File: src/rtl/passive_alarm_pkg.sv
// Shared state encoding and default delays for the passive car alarm.
package passive_alarm_pkg;

   typedef enum logic [2:0] {
      DISARMED = 3'd0,
      ARMING   = 3'd1,
      ARMED    = 3'd2,
      ENTRY    = 3'd3,
      ALARM    = 3'd4
   } alarmState_t;

   localparam int DEF_ARM_DELAY   = 8;
   localparam int DEF_ENTRY_DELAY = 6;
   localparam int DEF_SIREN_TIME  = 10;
   localparam int DEF_CNT_W       = 8;

endpackage

File: src/rtl/passive_alarm_timer.sv
// Loadable down-counter with zero flag; decrement saturates at zero.
module passive_alarm_timer #(
   parameter int CNT_W = 8
) (
   input  logic             clk,
   input  logic             reset,
   input  logic             load,
   input  logic [CNT_W-1:0] loadValue,
   input  logic             dec,
   output logic             zero
);

   logic [CNT_W-1:0] count;

   // Load has priority over decrement; count never wraps below zero.
   always_ff @(posedge clk) begin
      if (reset) begin
         count <= '0;
      end else if (load) begin
         count <= loadValue;
      end else if (dec && (count != '0)) begin
         count <= count - 1'b1;
      end
   end

   assign zero = (count == '0);

endmodule

File: src/rtl/passive_alarm_ctrl.sv
// Passive car alarm controller: arms after doors close with ignition off,
// grants an entry grace period, sounds a timed siren, warns on lights left on.
// Optional confirmation chirp enabled by defining PASSIVE_ALARM_CHIRP_EN.
module passive_alarm_ctrl
   import passive_alarm_pkg::*;
#(
   parameter int ARM_DELAY   = DEF_ARM_DELAY,
   parameter int ENTRY_DELAY = DEF_ENTRY_DELAY,
   parameter int SIREN_TIME  = DEF_SIREN_TIME,
   parameter int CNT_W       = DEF_CNT_W
) (
   input  logic       clk,
   input  logic       reset,
   input  logic       IgnitionSignalOn,
   input  logic       OpenDoorSign,
   input  logic       CarLightsOnSign,
   input  logic       DisarmKey,
   output logic       Armed,
   output logic       SirenOn,
   output logic       PassiveSignal,
   output logic       Chirp,
   output logic [2:0] AlarmState
);

   localparam logic [CNT_W-1:0] ARM_LOAD   = CNT_W'(ARM_DELAY - 1);
   localparam logic [CNT_W-1:0] ENTRY_LOAD = CNT_W'(ENTRY_DELAY - 1);
   localparam logic [CNT_W-1:0] SIREN_LOAD = CNT_W'(SIREN_TIME - 1);

   alarmState_t      state;
   alarmState_t      nextState;
   logic             timerLoad;
   logic             timerDec;
   logic [CNT_W-1:0] timerValue;
   logic             timerZero;

   passive_alarm_timer #(
      .CNT_W(CNT_W)
   ) timer (
      .clk      (clk),
      .reset    (reset),
      .load     (timerLoad),
      .loadValue(timerValue),
      .dec      (timerDec),
      .zero     (timerZero)
   );

   // State register and registered outputs derived from the next state.
   always_ff @(posedge clk) begin
      if (reset) begin
         state         <= DISARMED;
         Armed         <= 1'b0;
         SirenOn       <= 1'b0;
         PassiveSignal <= 1'b0;
      end else begin
         state         <= nextState;
         Armed         <= (nextState == ARMED) || (nextState == ENTRY);
         SirenOn       <= (nextState == ALARM);
         PassiveSignal <= CarLightsOnSign & OpenDoorSign & ~IgnitionSignalOn;
      end
   end

   // Next-state and timer control; disarm key overrides every transition.
   always_comb begin
      nextState  = state;
      timerLoad  = 1'b0;
      timerDec   = 1'b0;
      timerValue = '0;
      if (DisarmKey) begin
         nextState = DISARMED;
      end else begin
         case (state)
            DISARMED: begin
               if (!IgnitionSignalOn && !OpenDoorSign) begin
                  nextState  = ARMING;
                  timerLoad  = 1'b1;
                  timerValue = ARM_LOAD;
               end
            end
            ARMING: begin
               if (OpenDoorSign || IgnitionSignalOn) begin
                  nextState = DISARMED;
               end else if (timerZero) begin
                  nextState = ARMED;
               end else begin
                  timerDec = 1'b1;
               end
            end
            ARMED: begin
               if (IgnitionSignalOn) begin
                  nextState  = ALARM;
                  timerLoad  = 1'b1;
                  timerValue = SIREN_LOAD;
               end else if (OpenDoorSign) begin
                  nextState  = ENTRY;
                  timerLoad  = 1'b1;
                  timerValue = ENTRY_LOAD;
               end
            end
            ENTRY: begin
               if (IgnitionSignalOn || timerZero) begin
                  nextState  = ALARM;
                  timerLoad  = 1'b1;
                  timerValue = SIREN_LOAD;
               end else begin
                  timerDec = 1'b1;
               end
            end
            ALARM: begin
               if (timerZero) begin
                  nextState = ARMED;
               end else begin
                  timerDec = 1'b1;
               end
            end
            default: nextState = DISARMED;
         endcase
      end
   end

   assign AlarmState = state;

`ifdef PASSIVE_ALARM_CHIRP_EN
   logic chirpNext;

   // Chirp confirms arming completion and disarming from an armed-family state.
   always_comb begin
      chirpNext = 1'b0;
      if ((state == ARMING) && (nextState == ARMED)) begin
         chirpNext = 1'b1;
      end else if ((nextState == DISARMED) &&
                   ((state == ARMED) || (state == ENTRY) || (state == ALARM))) begin
         chirpNext = 1'b1;
      end
   end

   // Register the chirp pulse alongside the other outputs.
   always_ff @(posedge clk) begin
      if (reset) begin
         Chirp <= 1'b0;
      end else begin
         Chirp <= chirpNext;
      end
   end
`else
   assign Chirp = 1'b0;
`endif

endmodule
File: config.mk
export PLATFORM = sky130hd
export DESIGN_NAME = passive_alarm_ctrl
export DESIGN_NICKNAME = d
export VERILOG_FILES = /design/src/rtl/passive_alarm_pkg.sv /design/src/rtl/passive_alarm_timer.sv /design/src/rtl/passive_alarm_ctrl.sv
export SDC_FILE = /design/constraint.sdc
export NUM_CORES = 1
export LEC_CHECK = 0
export ABC_AREA = 0
export BUFFER_PORTS_ARGS = -buffer_cell sky130_fd_sc_hd__buf_4
export CAP_MARGIN = 40
export CORE_MARGIN = 3
export CORE_UTILIZATION = 59
export DETAILED_ROUTE_END_ITERATION = 12
export MAX_ROUTING_LAYER = met4
export PLACE_DENSITY = 0.89
export SLEW_MARGIN = 20
export SYNTH_ARGS = -nofsm -noshare
export SYNTH_HDL_FRONTEND = slang
export SYNTH_HIERARCHICAL = 1
export SYNTH_SLANG_ARGS = --single-unit
File: constraint.sdc
create_clock -name clk -period 4.35 [get_ports clk]
set_input_delay 0.435 -clock clk [delete_from_list [all_inputs] [get_ports clk]]
set_output_delay 0.435 -clock clk [all_outputs]
set_load 0.03 [all_outputs]
Word level (Yosys, flattened, before mapping):

Cells that the tools add are included.

* bits in registers: 14
* logic and storage cells: 54

* add/subtract/negate cells: 1
* eq/ne operators: 7
* muxes and demuxes: 27
* bitwise gates (word level): 3
* reductions and logical operators: 11

Operator list (number)
* 3-bit 2-to-1 mux: 9
* 8-bit 2-to-1 mux: 2
* 3-bit case mux with 5 select lines: 1
* 3-bit by 2-bit equality test with 1-bit output, second input constant: 4
* 4-bit 2-to-1 mux: 3
* 4-bit case mux with 3 select lines: 1
* 1-bit 2-to-1 mux: 9
* 8-bit zero test: 1
* 8-bit nonzero test: 1
* 8-bit by 1-bit subtractor with 8-bit output, second input constant: 1
* 3-bit equality test, second input constant: 2
* 1-bit case mux with 3 select lines: 2
* 3-bit by 1-bit equality test with 1-bit output, second input constant: 1
* 3-bit zero test: 1
* 1-bit logical OR: 3
* 1-bit bitwise AND: 2
* 1-bit logical AND: 2
* 1-bit zero test: 2
* 2-bit nonzero test: 1
* 1-bit inverter: 1

Longest topological paths before layout:

* word-level depth: 8
* mapped depth: 11
* mapped depth without buffers: 10

Modules after synthesis:

Netlist, hierarchy kept.

By module, submodules not included
* passive_alarm_timer: times used 1, cells each 59, area an instance 515.5 um^2, seq. area each 160.2 um^2
* passive_alarm_ctrl: times used 1, cells each 43, area an instance 379.1 um^2, seq. area each 120.1 um^2

Worst setup path before layout:

OpenSTA, ideal clock, no wires.

* kind: reg-to-reg
* start: register timer.count[2]
* end: register timer.count[1]
* setup time: 0.134 ns
* data arrival time: 2.605 ns
* slack: 1.611 ns
* stages on the path, launching flop included: 10
* path buffers: 1
* clock period less this slack: 2.739 ns
* cells stage by stage: dfxtp_1 or4_4 nor4_1 and2_4 o21ai_2 a211oi_2 clkbuf_1 clkinv_1 nand4b_1 o211ai_1

* elaborated cells between the ends (all ways): 14
* those cells by class: mux: 9; reduce/logical: 5

RTL lines
* start: declaration: RTL line passive_alarm_timer.sv:13 `logic [CNT_W-1:0] count;`
* start signal: assignment: RTL line passive_alarm_timer.sv:20 `count <= loadValue;`
* start signal: assignment: RTL line passive_alarm_timer.sv:22 `count <= count - 1'b1;`
* 8-bit zero test (*): RTL line passive_alarm_timer.sv:26 `assign zero = (count == '0);`
* net timerZero: RTL line passive_alarm_ctrl.sv:34 `logic timerZero;`
* 1-bit logical OR (*): RTL line passive_alarm_ctrl.sv:100 `if (IgnitionSignalOn || timerZero) begin`
* 1-bit 2-to-1 mux (*): RTL line passive_alarm_ctrl.sv:100
* 1-bit case mux with 3 select lines (*): RTL line passive_alarm_ctrl.sv:71 `case (state)`
* 1-bit 2-to-1 mux (*): RTL line passive_alarm_ctrl.sv:68 `if (DisarmKey) begin`
* net timerLoad: RTL line passive_alarm_ctrl.sv:31 `logic timerLoad;`
* 8-bit 2-to-1 mux or 2-bit nonzero test (tied branches)

The timed path passes the listed nets; every way through them passes the cells marked *.
A chain may end at the register's enable or synchronous reset.

Worst setup path in the final report:

Same ends and word-level chain as after synthesis.

==> results.toml <==
[clock_tree]
cts_tree = "yes"
cts_inserted_buffers = 3
cts_hold_buffers = 0
clk_latency_ns = 0.29
cts_buffer_depth = 2
postCtsSetupRepairBufs = 0
post_cts_resized = 0
cts_root_buf = "clkbuf_4"
h-tree-depth = 1
cts_sinks = 14
clkSlewWorstSetupHoldPaths_ns = 0.08

[route]
drtIter0Drc = 33
first_pass_iters = 4
drc = 0
wirelength_um = 1760
via_count = 797
via_per_inst = 6.13
avgRoutedWirePerCell_um = 13.5
antenna_left = 0

[floorplanning]
die_area_um2 = 2020
io_pins = 13
initial_utilization_pct = 65.5
dieHeight_um = 44.9
die-width_um = 44.9
rows = 13
core_um2 = 1370

[pwr]
power.share.clock_pct = 33.9
total_power_uw = 270
p_leak_nw = 0.369
ir_worst_vdd_mv = 0.269
p_per_area_nw_per_um2 = 269
p_int_uw = 200
p_comb_share_pct = 15.6
seqPwrFrac_pct = 50.4
switchingPower_uw = 69.5
swShare_pct = 25.7

[sta]
setup_tns_ns = 0
rsz0062_at_grt = "no"
fin_crit_ns = 3.26
drv_slew = 0
hold_viol_final = 0
fin_crit_sh_pct = 75.0
tightest_slew_ns = 0.727
relSlewSlack_pct = 51.1
max_freq_mhz = 307
skew_ns = 0.00972
setup_viol = 0
postLayoutSetupSlackWorst_ns = 1.09

[synthesis]
synth_top_family_by_area = "simple AND/OR/NAND/NOR gates"
yosysWarnings = 6
ys_seq_area_share_pct = 31.3
synthMuxAreaShare_pct = 2.24
synth-xor-area-share_pct = 3.92
synth_compound_area_share_pct = 21.8
yosys.area_share.adder_pct = 2.80
synth_top_flop_cell = "dfxtp_1"
postSynthCellCount = 102
ys_ff_latch = 14
yosysUniqueCellTypes = 44
synth_edf_count = 0
synth_simple_gate_area_share_pct = 29.5
syn_avg_cell_area_um2 = 8.77
synth-async-reset-ratio_pct = 0
synth_area_um2 = 895

[setup_path]
crit_type = "reg -> reg"
critPathRequiredTime_ns = 4.52
rr_startpoint = "timer/count[2]"
cp.arrival_ns = 3.44
critPathMaxFanout = 12
critical_path.startpoint = "timer/count[2]"
crit_chain = "or4_4 > nor4_1 > and2_4 > o21ai_2 > a211oi_2 > clkinv_1 > nand4b_1 > o211ai_1"
slowest_stage = "or4_4"
cp-end-kind = "flip-flop"
critPathMaxStageDelay_ns = 0.59
startpoint_type = "flip-flop"

[final_layout]
syn2layout_area_growth_pct = 12.0
n_antenna_cell = 0
drive_gt1_share_pct = 26.1
fill_cells = 102
final_common_cell = "dfxtp_1"
nets = 124
layout_common_cells = "dfxtp_1, buf_4, nor2_1"

[outcome]
status = "finished clean"

[placed_design]
dp_hpwl_um = 1350
gp_congestion = 0.858
detailedPlace.worstSlack_ns = 1.13
port_buffers = 11

[hold_path]
worstHoldStart = "IgnitionSignalOn"
hp-class = "in -> reg"

[grt]
grt_pass1_vias = 720
grt_start_max_net_pins = 14
grt-ovfl-total = 0
grt.total_usage_pct = 21.2
grt_pass1_wl_um = 3070
antenna_found_initial = 0

[run]
drv_cap = 0
-- cell families (layout without fill, tap and decap cells) --
| kind of cell | count (synthesis) | after routing |
|---|---|---|
| compound gates | 25 | 25 |
| flops | 14 | 14 |
| mux | 2 | 2 |
| buf+inv | 13 | 22 |
| fa+ha+maj | 2 | 2 |
| xor+xnor | 4 | 4 |
| other cells | 1 | 5 |
| simple gates | 41 | 41 |
-- worst paths after layout --
check	endpoint	cells after the start	slack, ns
worst max-delay path	timer/count[1]	8	1.09
worst min-delay path	PassiveSignal	2	0.37
worst min register to register	timer/count[5]	2	0.53
worst max register to register	timer/count[1]	8	1.09
-- stage by stage --
| step | instance area (um^2) | hold slack [ns] | std cells | util, % |
|---|---|---|---|---|
| finish | 1000 | 0.370 | 130 | 73.4 |
| global route | 1000 | 0.358 | 130 | 73.4 |
| CTS | 1000 | 0.360 | 130 | 73.4 |
| detailed placement | 966 | 0.525 | 126 | 70.7 |
| global placement | 966 | 0.514 | 126 | 70.7 |
| floorplan | 910 | 0.480 | 106 | - |
-- flip-flops by register name, indices dropped and copies added (netlist names) --
| name | flops |
|---|---|
| AlarmState | 3 |
| Armed | 1 |
| PassiveSignal | 1 |
| SirenOn | 1 |
| timer/count | 8 |
-- power by group through the flow --
stage,clock network [mW],registers [mW],logic (mW)
3_5_place_dp,0,0.139,0.0418
3_3_place_gp,0,0.139,0.0406
6_report,0.0916,0.136,0.0422
4_1_cts,0.0947,0.136,0.0419
5_1_grt,0.102,0.137,0.0475
2_1_floorplan,0,0.139,0.0313
-- synth_stat cells (3+ instances only) --
cell     instances  area (um^2)
dfxtp_1         14          280
xnor2_1          3         26.3
inv_1            6         22.5
nand2_1          4         15.0
nor3_1           3         15.0
o31ai_1          3         22.5
nor3b_1          3         22.5
nor2_1          10         37.5
a21oi_1          5         25.0
o21ai_0          3         15.0
-- final cells by class --
| cell class | instances | area, um^2 | share of cell area, % |
|---|---|---|---|
| inverter | 7 | 26.3 | 2.62 |
| sequential | 14 | 280 | 28.0 |
| tap | 15 | 18.8 | 1.87 |
| multi-input combinational | 79 | 558 | 55.7 |
| clock buffer | 4 | 36.3 | 3.62 |
| timing repair buffer | 11 | 82.6 | 8.24 |
-- routing by layer --
metal	GRT usage, %	wire length, um	up-vias
li1	-	-	398
met3	7.57	118	2
met5	-	0	-
met2	32.2	821	30
met1	25.6	804	367
met4	8.19	13	0
-- worst max-delay path, delay by kind of cell, from the launching register on --
family                 cells  cell delay [ns]
AO/OA/AOI/OAI              3             0.77
AND/OR/NAND/NOR            4             1.59
flip-flops                 1             0.36
buffers and inverters      1             0.43
(Power assumes the default switching activity.)
